--- config.mk ---
export PLATFORM = sky130hd
export DESIGN_NAME = uart_tx_arbiter
export DESIGN_NICKNAME = d
export VERILOG_FILES = /design/src/rtl/uart_tx_arbiter.sv
export SDC_FILE = /design/constraint.sdc
export NUM_CORES = 1
export LEC_CHECK = 0
export BUFFER_PORTS_ARGS = -buffer_cell sky130_fd_sc_hd__buf_4
export CAP_MARGIN = 20
export CORE_ASPECT_RATIO = 1.5
export CORE_MARGIN = 2
export CORE_UTILIZATION = 37
export CTS_CLUSTER_SIZE = 28
export DETAILED_ROUTE_END_ITERATION = 8
export PLACE_DENSITY = 0.61
export SYNTH_ARGS = -nofsm -noshare
export SYNTH_HDL_FRONTEND = slang
export SYNTH_SLANG_ARGS = --single-unit
--- constraint.sdc ---
create_clock -name clock_i -period 6.5 [get_ports clock_i]
set_input_delay 0.975 -clock clock_i [delete_from_list [all_inputs] [get_ports clock_i]]
set_output_delay 0.975 -clock clock_i [all_outputs]
set_load 0.01 [all_outputs]
--- src/rtl/uart_tx_arbiter.sv ---
// Round-robin arbiter sharing one UartTx among NUM_REQUESTERS byte sources.
// Supports multi-byte packet locks with an idle-stall timeout that drops the lock.
module uart_tx_arbiter #(
  parameter int unsigned NUM_REQUESTERS = 4,
  parameter int unsigned LOCK_TIMEOUT   = 64
) (
  input  logic                          clock_i,
  input  logic                          reset_i,
  input  logic [NUM_REQUESTERS-1:0]     req_valid_i,
  input  logic [8*NUM_REQUESTERS-1:0]   req_data_i,
  input  logic [NUM_REQUESTERS-1:0]     req_last_i,
  output logic [NUM_REQUESTERS-1:0]     req_ready_o,
  output logic [NUM_REQUESTERS-1:0]     grant_o,
  output logic                          locked_o,
  output logic                          tx_write_o,
  output logic [7:0]                    tx_data_o,
  input  logic                          tx_busy_i
);

  localparam int unsigned IdxW = (NUM_REQUESTERS > 1) ? $clog2(NUM_REQUESTERS) : 1;
  localparam int unsigned CntW = $clog2(LOCK_TIMEOUT + 1);
  localparam logic [IdxW-1:0] LastIdx   = IdxW'(NUM_REQUESTERS - 1);
  localparam logic [CntW-1:0] CntMax    = CntW'(LOCK_TIMEOUT);
  localparam logic [CntW-1:0] CntExpire = CntW'(LOCK_TIMEOUT - 1);

  typedef enum logic [1:0] {StIdle, StWrite, StBusy} state_e;

  state_e                    state_q, state_d;
  logic [IdxW-1:0]           owner_q, owner_d;
  logic [NUM_REQUESTERS-1:0] grant_q, grant_d;
  logic                      locked_q, locked_d;
  logic                      last_q, last_d;
  logic [7:0]                data_q, data_d;
  logic [CntW-1:0]           cnt_q, cnt_d;

  logic                      owner_valid;
  logic                      lock_expire;
  logic                      lock_active;
  logic                      sel_found;
  logic [IdxW-1:0]           sel_idx;
  logic [7:0]                sel_data;
  logic                      sel_last;
  int unsigned               idx;

  assign owner_valid = req_valid_i[owner_q];

  // The cycle the counter would reach LOCK_TIMEOUT already counts as unlocked, so a
  // waiting requester is accepted on the same edge that drops locked_o.
  assign lock_expire = locked_q && (state_q == StIdle) && !tx_busy_i && !owner_valid &&
                       (cnt_q >= CntExpire);
  assign lock_active = locked_q && !lock_expire;

  always_comb begin
    sel_found = 1'b0;
    sel_idx   = '0;
    idx       = 0;
    if (lock_active) begin
      sel_found = owner_valid;
      sel_idx   = owner_q;
    end else begin
      // Search starts one past the most recent owner.
      for (int unsigned i = 1; i <= NUM_REQUESTERS; i++) begin
        idx = 32'(owner_q) + i;
        if (idx >= NUM_REQUESTERS) idx = idx - NUM_REQUESTERS;
        if (!sel_found && req_valid_i[IdxW'(idx)]) begin
          sel_found = 1'b1;
          sel_idx   = IdxW'(idx);
        end
      end
    end
  end

  always_comb begin
    sel_data = 8'h00;
    sel_last = 1'b0;
    for (int unsigned k = 0; k < NUM_REQUESTERS; k++) begin
      if (sel_idx == IdxW'(k)) begin
        sel_data = req_data_i[8*k +: 8];
        sel_last = req_last_i[k];
      end
    end
  end

  always_comb begin
    state_d     = state_q;
    owner_d     = owner_q;
    grant_d     = grant_q;
    locked_d    = locked_q;
    last_d      = last_q;
    data_d      = data_q;
    cnt_d       = cnt_q;
    req_ready_o = '0;
    tx_write_o  = 1'b0;

    unique case (state_q)
      StIdle: begin
        if (owner_valid) begin
          cnt_d = '0;
        end else if (locked_q && !tx_busy_i && cnt_q != CntMax) begin
          cnt_d = cnt_q + 1'b1;
        end
        if (!tx_busy_i) begin
          if (lock_expire) locked_d = 1'b0;
          if (sel_found) begin
            req_ready_o[sel_idx] = 1'b1;
            data_d               = sel_data;
            last_d               = sel_last;
            owner_d              = sel_idx;
            grant_d              = '0;
            grant_d[sel_idx]     = 1'b1;
            state_d              = StWrite;
          end
        end
      end
      StWrite: begin
        tx_write_o = 1'b1;
        if (tx_busy_i) state_d = StBusy;
      end
      StBusy: begin
        if (!tx_busy_i) begin
          state_d  = StIdle;
          locked_d = ~last_q;
          cnt_d    = '0;
        end
      end
      default: state_d = StIdle;
    endcase
  end

  always_ff @(posedge clock_i or posedge reset_i) begin
    if (reset_i) begin
      state_q  <= StIdle;
      owner_q  <= LastIdx;
      grant_q  <= '0;
      locked_q <= 1'b0;
      last_q   <= 1'b0;
      data_q   <= 8'h00;
      cnt_q    <= '0;
    end else begin
      state_q  <= state_d;
      owner_q  <= owner_d;
      grant_q  <= grant_d;
      locked_q <= locked_d;
      last_q   <= last_d;
      data_q   <= data_d;
      cnt_q    <= cnt_d;
    end
  end

  assign grant_o   = grant_q;
  assign locked_o  = locked_q;
  assign tx_data_o = data_q;

endmodule

Word-level counts from Yosys, hierarchy flattened. Cells that the tools add are included.

Flip-flop bits (word level): 25. Input bits: 43. Logic and storage cells: 124.

Add/subtract/negate cells: 9. Order comparisons: 12. Eq/ne operators: 12. Mux-type cells: 58. Bitwise operators: 2. Reduce and logical (&&, ||, !) cells: 24.

Operators with widths (number): $mux W2 (17); $mux W8 (4); $mux W1 (22); $mux W7 (3); $lt A2 B3 Y1 const B (6); $pmux W7 S2 (1); $mux W4 (3); $logic_and A1 B1 Y1 (11); $bmux W1 S2 (5); $ne A2 B2 Y1 const B (5); $ge A3 B3 Y1 const B (3); $reduce_and A4 Y1 (2); $sub A2 B1 Y2 const B (4); $add A7 B1 Y7 const B (1); $ge A7 B6 Y1 const B (1); $ne A7 B7 Y1 const B (1); $add A2 B2 Y3 const B (2); $eq A2 B2 Y1 const B (3); $logic_not A1 Y1 (6); $pmux W2 S3 (1); $reduce_and A3 Y1 (2); $add A2 B3 Y4 const B (1); $eq A2 B1 Y1 const B (2); $ge A4 B3 Y1 const B (1); 8 further kinds (10).

Depth between registers and ports, before layout. Gate-level depths: netlist (run 1).

Word-level depth: 31. Mapped depth: 8.

Worst setup path after synthesis (run 1). Ideal clock, no wire load.

Path kind: in2out. Start point: input req_valid_i[3]. End point: output req_ready_o[0]. Arrival: 3.082 ns. Setup slack: 2.443 ns. Stages: 8. Path buffers: 2. Cells stage by stage: buf_6 -> mux4_2 -> o41ai_4 -> nand4_4 -> a2111o_1 -> buf_2 -> inv_1 -> and2_1.

Word-level cells in the longest chain between the ends: 23.

Ends and longest elaborated chain: start: declaration (RTL line 9) `input logic [NUM_REQUESTERS-1:0] req_valid_i,`; $bmux W1 S2 (RTL line 65) `if (!sel_found && req_valid_i[IdxW'(idx)]) begin`; $mux W1 (not written as such) (RTL line 65); $mux W1 (RTL line 65); $mux W1 (RTL line 57) `if (lock_active) begin`; $logic_not A1 Y1 (RTL line 65); $logic_and A1 B1 Y1 (RTL line 65); $mux W1 (RTL line 65); $mux W1 (RTL line 57); [7 not listed]; $mux W2 (RTL line 57); $lt A2 B3 Y1 (not written as such) / $ge A2 B1 Y1 (equally long branches) (RTL line 105) `req_ready_o[sel_idx] = 1'b1;`; $logic_and A1 B1 Y1 (not written as such) (RTL line 105); $mux W1 (not written as such) (RTL line 105); $demux W1 S2 (RTL line 105); $mux W4 * (RTL line 104) `if (sel_found) begin`; $mux W4 * (RTL line 102) `if (!tx_busy_i) begin`; $mux W4 * (RTL line 95) `unique case (state_q)`; end: declaration (RTL line 12) `output logic [NUM_REQUESTERS-1:0] req_ready_o,`.

Every way passes the cells marked *; elsewhere a longest branch is shown, timed or not. The select of a mux whose other input is x is not followed.

Worst setup path in the final report (run 1). Ends and elaborated chain as after synthesis.

==> results of run 1 <==
layer usage:
| metal | vias up | part of all wire | GRT usage |
|---|---|---|---|
| li1 | 813 | - | - |
| met1 | 800 | 0.38 | 0.219 |
| met5 | - | 0 | 0 |
| met3 | 6 | 0.058 | 0.0351 |
| met4 | 0 | 0.013 | 0.0494 |
| met2 | 53 | 0.55 | 0.362 |
flip-flops by register name, indices dropped and copies added (netlist names):
signal and count:
tx_data_o 8, last_q 1, grant_o 4, cnt_q 7
owner_q 2, state_q 2, locked_o 1
layout make-up:
cell class | instances | area, um^2
fillers | 459 | 2260
multi-input cells | 142 | 1050
flip-flops and latches | 25 | 628
repair buffers | 62 | 485
well taps | 64 | 80.1
clock buffers | 3 | 41.3
inverters | 9 | 33.8
clock inverters | 1 | 5.00
placed cells by master (no fill, tap or decap), drive strengths merged, types with 6 or more instances in the layout:
master  netlist  layout
and2          6       6
buf           7      62
dfrtp        23      23
inv           9       9
mux2i        19      19
nand2        10      10
nand3        12      12
nor2         13      13
o21ai        12      12
o221ai        8       8
critical path, cell delays in order:
cell and delay, ps:
buf_4 140, mux4_2 550, o41ai_4 470, nand4_4 230
mux2i_2 810, and2_1 240, buf_4 120
where the power goes:
group / switching (uW) / internal [uW] / total [uW] / leakage [uW]
clock network: 52.0 / 42.9 / 95.0 / 0.0000255
logic: 275 / 258 / 533 / 0.000725
registers: 72.2 / 222 / 295 / 0.000311
total: 399 / 523 / 923 / 0.00106
path summary, 6_finish.rpt:
kind                                          end  slack [ps]
setup reg to reg               last_q$_DFFE_PP0P_        3130
min in group asynchronous    cnt_q[0]$_DFFE_PP0P_         700
hold / removal             grant_o[3]$_DFFE_PP0P_         500
setup / recovery                   req_ready_o[0]        1990
hold reg to reg            grant_o[3]$_DFFE_PP0P_         500
max in group asynchronous  owner_q[1]$_DFFE_PP1P_        5270
kinds of logic (layout without fill, tap and decap cells):
group                    after synthesis  count (layout)  synth area share
adder cells (fa/ha/maj)                2               2            0.0142
flip-flops                            25              25             0.356
multiplexers                          21              21             0.129
AO/OA/AOI/OAI                         53              53             0.239
AND/OR/NAND/NOR                       66              66             0.212
buffers and inverters                 18              75            0.0510
through the flow:
step / instance area (um^2) / setup slack, ps / utilization / total power [uW] / cells
2_1_floorplan: 1770 / 2440 / - / 662 / 185
3_3_place_gp: 2250 / 2060 / 0.491 / 832 / 301
3_5_place_dp: 2250 / 1980 / 0.491 / 834 / 301
4_1_cts: 2290 / 1960 / 0.501 / 934 / 305
5_1_grt: 2320 / 1830 / 0.507 / 1000 / 306
6_report: 2320 / 1990 / 0.507 / 923 / 306
==> summary.md, run 1 <==
| Metric | Value |
|---|---|
| Crit. End Element | `output pin` |
| Maximum number of pins on one net before global-route repair | `26` |
| Status | `complete, no violations` |
| H-tree Lvls | `1` |
| Final setup TNS | `0 ps` |
| Max-slew headroom | `0.360` |
| Vias | `1672` |
| Via density | `5.46` |
| Hold Crit Class | `reg -> reg` |
| Maximum root-to-sink buffer count | `2` |
| Layout net count | `288` |
| Ys flop type | `dfrtp_1` |
| Antenna violations before repair | `0` |
| Worst-Margin Slew | `941 ps` |
| Period utilisation layout | `0.693` |
| Area grow syn2layout | `31.4%` |
| Critical Path AT | `3530 ps` |
| Post-DRT Antenna Nets | `0` |
| Largest area contributor in the netlist | `dfrtp_1` |
| WS Path Type | `in -> out` |
| GRT Overall Usage | `0.193` |
| Hold-fix buffers, CTS | `0` |
| Synth top area share | `0.326` |
| Buffers on Ports | `60` |
| Number of synthesized flops with an enable pin | `0` |
| Clk sinks | `25` |
| Post-synth net total | `230` |
| Hold Startpoint | `grant_o[3]$_DFFE_PP0P_` |
| First-pass GRT wire length | `7.87 mm` |
| Hold Path Stages | `1` |
| Ratio of cells with drive above 1 in the final layout | `0.360` |
| CTS tree | `yes` |
| Post-synth ARST share | `1.00` |
| Final Max Tran Viols | `0` |
| Max Freq | `222 MHz` |
| Post-CTS Setup Repair Bufs | `0` |
| Syn Area/Cell | `9.55 um^2` |
| WL/cell | `15.3 um` |
| Initial Util | `0.386` |
| # diodes | `0` |
| Core area | `4580 um^2` |
| Clock transition at the registers of the reported paths | `90 ps` |
| Crit path time final | `4510 ps` |
| Worst R2R Path Depth | `6` |
| GP Congestion | `0.801` |
| Synthesized area | `1770 um^2` |
| Root Buffer | `clkbuf_8` |
| Die Span Y | `88.6 um` |
| Worst hold margin | `504 ps` |
| Final Hold Viols | `0` |
| Iteration-0 DRC Markers | `79` |
| Setup Skew | `4.53 ps` |
| Critical-path maximum fanout | `13` |
| Final wirelength | `4.69 mm` |
| Synth unique cells | `59` |
| DP HPWL | `3.61 mm` |
| Top post-synthesis cells by area | `dfrtp_1, mux2i_1, o221ai_1, nand3_1, o21ai_0` |
| TritonRoute pass-1 iters | `4` |
| Number of buffers created by CTS | `3` |
| Reg2reg start | `owner_q[0]$_DFFE_PP1P_` |
| Power Dens Cells | `397 nW/um^2` |
| Cell count after synthesis | `185` |
| Post-CTS resize count | `0` |
| Boundary pin count | `61` |
| Vias in the first global route | `1680` |
| Worst setup SP type | `input pin` |
| Synth Register Bits | `25` |
| Synth cell count leaders | `dfrtp_1, mux2i_1, nor2_1` |
| Maximum Capacitance Violations | `0` |
| LEAKAGE | `0.00106 uW` |
| Remaining global-route overflow | `0` |
| Data required, critical path | `5520 ps` |
| Final setup vio count | `0` |
| Row cnt | `30` |
| Die Wd | `60.4 um` |
| Clk Latency, worst-skew pair | `270 ps` |
| Part of the Yosys area used for sequential elements | `0.356` |
| Unrepaired setup endpoints after global routing | `no` |
| Largest vdd supply drop | `0.216 mV` |
| Die ar. | `5360 um^2` |
| Crit path launch | `req_valid_i[3]` |
| Count leader, synth | `dfrtp_1` |
| Yosys warning total | `0` |
| DRC | `0` |
(Power assumes the default switching activity.)
==> run 2: changes to the inputs <==
==> constraint.sdc (replaced) <==
create_clock -name clock_i -period 4.72 [get_ports clock_i]
set_input_delay 0.708 -clock clock_i [delete_from_list [all_inputs] [get_ports clock_i]]
set_output_delay 0.708 -clock clock_i [all_outputs]
set_load 0.01 [all_outputs]
==> summary.md, run 2 (synthesis results as in run 1) <==
| Metric | Value |
|---|---|
| Remaining global-route overflow | `0` |
| Maximum number of pins on one net before global-route repair | `26` |
| DP HPWL | `3.64 mm` |
| Crit-path slowest cell | `dfstp_2` |
| Max Freq | `250 MHz` |
| Die Wd | `60.4 um` |
| Core area | `4580 um^2` |
| Status | `complete, no violations` |
| WL/cell | `15.4 um` |
| Final setup vio count | `0` |
| Vias in the first global route | `1695` |
| Die Span Y | `88.6 um` |
| CTS tree | `yes` |
| Maximum root-to-sink buffer count | `2` |
| Clock transition at the registers of the reported paths | `100 ps` |
| DRC | `0` |
| Critical Path Max Stage Delay | `680 ps` |
| Post-CTS resize count | `0` |
| Critical Path AT | `3290 ps` |
| H-tree Lvls | `1` |
| Vias | `1664` |
| First-pass GRT wire length | `8.03 mm` |
| Post-DRT Antenna Nets | `0` |
| Final setup TNS | `0 ps` |
| Number of buffers created by CTS | `3` |
| CP bufs+invs | `2` |
| Crit. End Element | `output pin` |
| Die ar. | `5360 um^2` |
| Critical-path maximum fanout | `12` |
| Critical path, cell by cell | `mux4_2 > o41ai_4 > nand4_4 > a2111o_1 > inv_1 > and2_1 > buf_4` |
| Antenna violations before repair | `0` |
| Final Hold Viols | `0` |
| Commonest cells after routing, fill and taps aside | `buf_4, dfrtp_1, mux2i_1` |
| Post-CTS Setup Repair Bufs | `0` |
| Max-slew headroom | `0.568` |
| Data required, critical path | `4010 ps` |
| Worst-Margin Slew | `644 ps` |
| Part of the power in registers | `0.311` |
| Initial Util | `0.386` |
| LEAKAGE | `0.00107 uW` |
| Power Dens Cells | `554 nW/um^2` |
| Setup Skew | `4.24 ps` |
| Iteration-0 DRC Markers | `62` |
| Worst path top cell family by delay | `compound AO/OA/AOI/OAI gates` |
| Filler cells | `451` |
| Crit path time final | `4000 ps` |
| Final Max Tran Viols | `0` |
| TritonRoute pass-1 iters | `6` |
| Hold-fix buffers, CTS | `0` |
| Period utilisation layout | `0.847` |
| Commonest non-fill, non-tap cell in the layout | `buf_4` |
| Int Power | `735 uW` |
| Largest register FFs | `8` |
| Via density | `5.40` |
| Final wirelength | `4.74 mm` |
| Net Sw Frac | `0.433` |
| Switching pwr | `562 uW` |
| Boundary pin count | `61` |
| WS Path Type | `reg -> out` |
| Layout net count | `290` |
| Clk Latency, worst-skew pair | `280 ps` |
| Logic gate share of total power | `0.584` |
| GRT Overall Usage | `0.195` |
| Largest vdd supply drop | `0.292 mV` |
| Hold Crit Class | `in -> async` |
| Worst setup SP type | `flip-flop` |
| Area grow syn2layout | `32.4%` |
| Buffers on Ports | `60` |
| Final std cells w/o fill | `308` |
| Clk sinks | `25` |
| Clk network pwr share | `0.105` |
| Dpl cells | `303` |
| Ratio of cells with drive above 1 in the final layout | `0.365` |
| GP Congestion | `0.820` |
| Row cnt | `30` |
| Unrepaired setup endpoints after global routing | `no` |
| # diodes | `0` |
| Root Buffer | `clkbuf_8` |
| Maximum Capacitance Violations | `0` |
run 2: changes by cell type in the layout (fill, tap and decap cells not counted):
cell        previous run  this run
clkinvlp_4             0         1
clkinv_2               1         0
buf_4                 61        63
run 2: path summary, 6_finish.rpt:
kind	from	endpoint	slack, ps	cells after the start
max in group asynchronous	reset_i	owner_q[0]$_DFFE_PP1P_	3910	3
worst max register to register	owner_q[0]$_DFFE_PP1P_	tx_data_o[0]$_DFFE_PP0P_	1670	7
min in group clock_i	grant_o[3]$_DFFE_PP0P_	grant_o[3]$_DFFE_PP0P_	500	1
worst min-delay path	reset_i	tx_data_o[5]$_DFFE_PP0P_	340	2
worst min register to register	grant_o[3]$_DFFE_PP0P_	grant_o[3]$_DFFE_PP0P_	500	1
worst max-delay path	owner_q[0]$_DFFE_PP1P_	req_ready_o[0]	720	7
run 2: stage by stage:
stage,power (uW),setup WS (ps),utilization,hold slack [ps],instance area [um^2]
floorplan,911,1200,-,458,1770
global placement,1170,908,0.494,487,2260
detailed placement,1170,870,0.494,469,2260
CTS,1310,709,0.505,503,2310
global route,1420,509,0.511,334,2340
finish,1300,721,0.511,339,2340
run 2: area by class of cell:
class	count	area [um^2]	area share
Sequential cell	25	628	0.268
Timing Repair Buffer	64	500	0.214
Clock inverter	1	7.51	0.00321
Inverter	9	33.8	0.0144
Multi-Input combinational cell	142	1050	0.448
Tap cell	64	80.1	0.0342
Clock buffer	3	41.3	0.0176
run 2: power by group through the flow:
| stage | Combinational (uW) | Sequential, uW | Clock [uW] |
|---|---|---|---|
| 2_1_floorplan | 519 | 393 | 0 |
| 4_1_cts | 768 | 403 | 143 |
| 5_1_grt | 845 | 419 | 154 |
| 6_report | 757 | 403 | 137 |
| 3_3_place_gp | 760 | 407 | 0 |
| 3_5_place_dp | 767 | 406 | 0 |
run 2: layer usage:
metal | up-vias | global-route usage | share of wire
met4 | 0 | 0.0672 | 0.013
met5 | - | 0 | 0
li1 | 820 | - | -
met2 | 58 | 0.340 | 0.54
met1 | 779 | 0.236 | 0.39
met3 | 7 | 0.0380 | 0.054
==> run 3: changes to the inputs <==
--- a/config.mk
+++ b/config.mk
@@ -5,6 +5,7 @@
 export SDC_FILE = /design/constraint.sdc
 export NUM_CORES = 1
 export LEC_CHECK = 0
+export ABC_AREA = 1
 export BUFFER_PORTS_ARGS = -buffer_cell sky130_fd_sc_hd__buf_4
 export CAP_MARGIN = 20
 export CORE_ASPECT_RATIO = 1.5
@@ -12,7 +13,7 @@
 export CORE_UTILIZATION = 37
 export CTS_CLUSTER_SIZE = 28
 export DETAILED_ROUTE_END_ITERATION = 8
-export PLACE_DENSITY = 0.61
+export PLACE_DENSITY = 0.6
 export SYNTH_ARGS = -nofsm -noshare
 export SYNTH_HDL_FRONTEND = slang
 export SYNTH_SLANG_ARGS = --single-unit
==> constraint.sdc (replaced) <==
create_clock -name clock_i -period 3.94 [get_ports clock_i]
set_input_delay 0.591 -clock clock_i [delete_from_list [all_inputs] [get_ports clock_i]]
set_output_delay 0.591 -clock clock_i [all_outputs]
set_load 0.01 [all_outputs]
==> summary.md, run 3 <==
| Metric | Value |
|---|---|
| Post-CTS resize count | `0` |
| Clk sinks | `25` |
| Synth unique cells | `28` |
| DRC | `0` |
| Commonest cells after routing, fill and taps aside | `nand2_1, buf_4, nor2_1` |
| Number of synthesized flops with an enable pin | `0` |
| Syn Area/Cell | `6.43 um^2` |
| Largest area contributor in the netlist | `dfrtp_1` |
| Busiest grt layer | `met2` |
| Crit path time final | `3090 ps` |
| Buffers on Ports | `60` |
| Max-slew headroom | `0.763` |
| H-tree Lvls | `1` |
| Synthesized area | `1900 um^2` |
| Max Freq | `324 MHz` |
| Vias | `1979` |
| # diodes | `0` |
| Final std cells w/o fill | `423` |
| Critical-path maximum fanout | `12` |
| Die Wd | `62.6 um` |
| GP Congestion | `0.852` |
| WS Path Type | `reg -> out` |
| Root Buffer | `clkbuf_8` |
| LEAKAGE | `0.00135 uW` |
| Part of the Yosys area used for sequential elements | `0.330` |
| Ratio of cells with drive above 1 in the final layout | `0.259` |
| Largest vdd supply drop | `0.318 mV` |
| Post-route cell area | `2450 um^2` |
| Status | `complete, no violations` |
| Critical Path AT | `2500 ps` |
| Most frequent CP cell | `nand2_1` |
| Met3 GRT Util | `0.0209` |
| Placement Setup Slack | `1120 ps` |
| Post-synth net total | `341` |
| Crit. End Element | `output pin` |
| Setup Skew | `1.91 ps` |
| Post-route worst setup slack | `849 ps` |
| Critical path, cell by cell | `inv_2 > nand2_1 > nand2_2 > nand2_1 > nand2_2 > nor2_4 > nand3_2 > nand2_2 > nand2_1 > nand2_1 > nand2_1 > nor2_1 > buf_4` |
| Boundary pin count | `61` |
| Data required, critical path | `3350 ps` |
| Power Dens Cells | `709 nW/um^2` |
| Synth top area share | `0.302` |
| Critical Path Max Stage Delay | `650 ps` |
| Crit-path slowest cell | `dfstp_2` |
| Maximum Capacitance Violations | `0` |
| Hold-fix buffers, CTS | `0` |
| Worst setup SP type | `flip-flop` |
| Yosys warning total | `0` |
| Worst hold margin | `228 ps` |
| Die Span Y | `91.8 um` |
| First-pass GRT wire length | `8.56 mm` |
| Final setup vio count | `0` |
| Ys flop type | `dfrtp_1` |
| Area grow syn2layout | `28.8%` |
| Final Max Tran Viols | `0` |
| CTS tree | `yes` |
| Post-DRT Antenna Nets | `0` |
| Maximum number of pins on one net before global-route repair | `26` |
| Cell count after synthesis | `296` |
| Number of buffers created by CTS | `3` |
| Maximum root-to-sink buffer count | `2` |
| GRT met2 Usage | `0.351` |
| TritonRoute pass-1 iters | `4` |
| WL/cell | `11.3 um` |
| Clock transition at the registers of the reported paths | `90 ps` |
| Clk Latency, worst-skew pair | `260 ps` |
| Commonest non-fill, non-tap cell in the layout | `nand2_1` |
| Period utilisation layout | `0.785` |
| Layout net count | `401` |
| Synth cell count leaders | `nand2_1, nor2_1, inv_1` |
| Core area | `5040 um^2` |
| Worst-Margin Slew | `355 ps` |
| Vias in the first global route | `2017` |
| Top post-synthesis cells by area | `dfrtp_1, nand2_1, nor2_1, inv_1, nand3_1` |
| Largest register FFs | `8` |
| Met1 Usage GRT | `0.198` |
| Final Hold Viols | `0` |
| Post-CTS Setup Repair Bufs | `0` |
| Crit path launch | `owner_q[0]$_DFFE_PP1P_` |
| GRT Overall Usage | `0.181` |
| Row cnt | `32` |
| Final setup TNS | `0 ps` |
| Initial Util | `0.377` |
| Reg2reg start | `owner_q[0]$_DFFE_PP1P_` |
| Hold Crit Class | `in -> async` |
| Antenna violations before repair | `0` |
| Count leader, synth | `nand2_1` |
| Die ar. | `5740 um^2` |
| DP HPWL | `3.85 mm` |
| Dpl cells | `418` |
| Unrepaired setup endpoints after global routing | `no` |
| Iteration-0 DRC Markers | `91` |
| Final wirelength | `4.78 mm` |
| Synth Register Bits | `25` |
| Post-synth ARST share | `1.00` |
| Via density | `4.68` |
| Post-DP Area | `2380 um^2` |
| Remaining global-route overflow | `0` |
[run 3: cell types whose count changed after synthesis, sizes merged, moves of 8 or more]
cell	delta
inv	+25
nor2	+26
o21ai	+8
nand2	+119
mux2i	-19
o221ai	-8
[run 3: cell families after synthesis]
| group | after synthesis | synth area share |
|---|---|---|
| buffers and inverters | 43 | 0.107 |
| adder cells (fa/ha/maj) | 2 | 0.0131 |
| AO/OA/AOI/OAI | 32 | 0.0927 |
| AND/OR/NAND/NOR | 194 | 0.457 |
| flip-flops | 25 | 0.330 |
[run 3: final timing paths]
kind,end,slack (ps),cells after the start
worst max-delay path,req_ready_o[0],850,13
worst min-delay path,cnt_q[3]$_DFFE_PP0P_,230,2
worst max register to register,tx_data_o[2]$_DFFE_PP0P_,1640,15
worst min register to register,grant_o[2]$_DFFE_PP0P_,500,2
max in group asynchronous,owner_q[1]$_DFFE_PP1P_,3250,3
min in group clock_i,grant_o[2]$_DFFE_PP0P_,500,2
[run 3: metal layers]
layer | vias to the layer above | wire length, um
met5 | - | 0
met4 | 0 | 73
met3 | 6 | 165
met2 | 56 | 2580
met1 | 875 | 1960
li1 | 1042 | -
[run 3: metrics by stage]
stage	power, uW	util
floorplan	1330	-
global placement	1590	0.471
detailed placement	1600	0.471
CTS	1750	0.480
global route	1950	0.486
finish	1740	0.486
[run 3: power by group]
group | total, uW | leakage, uW | internal (uW) | switching, uW
clock network | 154 | 0.0000255 | 70.7 | 82.9
registers | 438 | 0.000319 | 357 | 81.4
logic | 1150 | 0.00100 | 415 | 731
total | 1740 | 0.00135 | 842 | 895
[run 3: area by class of cell]
type	instances	area, um^2
Fill cell	570	2590
Multi-Input combinational cell	228	1070
Sequential cell	25	628
Timing Repair Buffer	62	485
Inverter	36	135
Tap cell	68	85.1
Clock buffer	3	41.3
Clock inverter	1	5.00
[run 3: worst max-delay path: cells and delay by family (launching register included)]
kind | cells | cell delay, ps
AND/OR/NAND/NOR | 11 | 1320
flip-flops | 1 | 650
buffers and inverters | 2 | 250
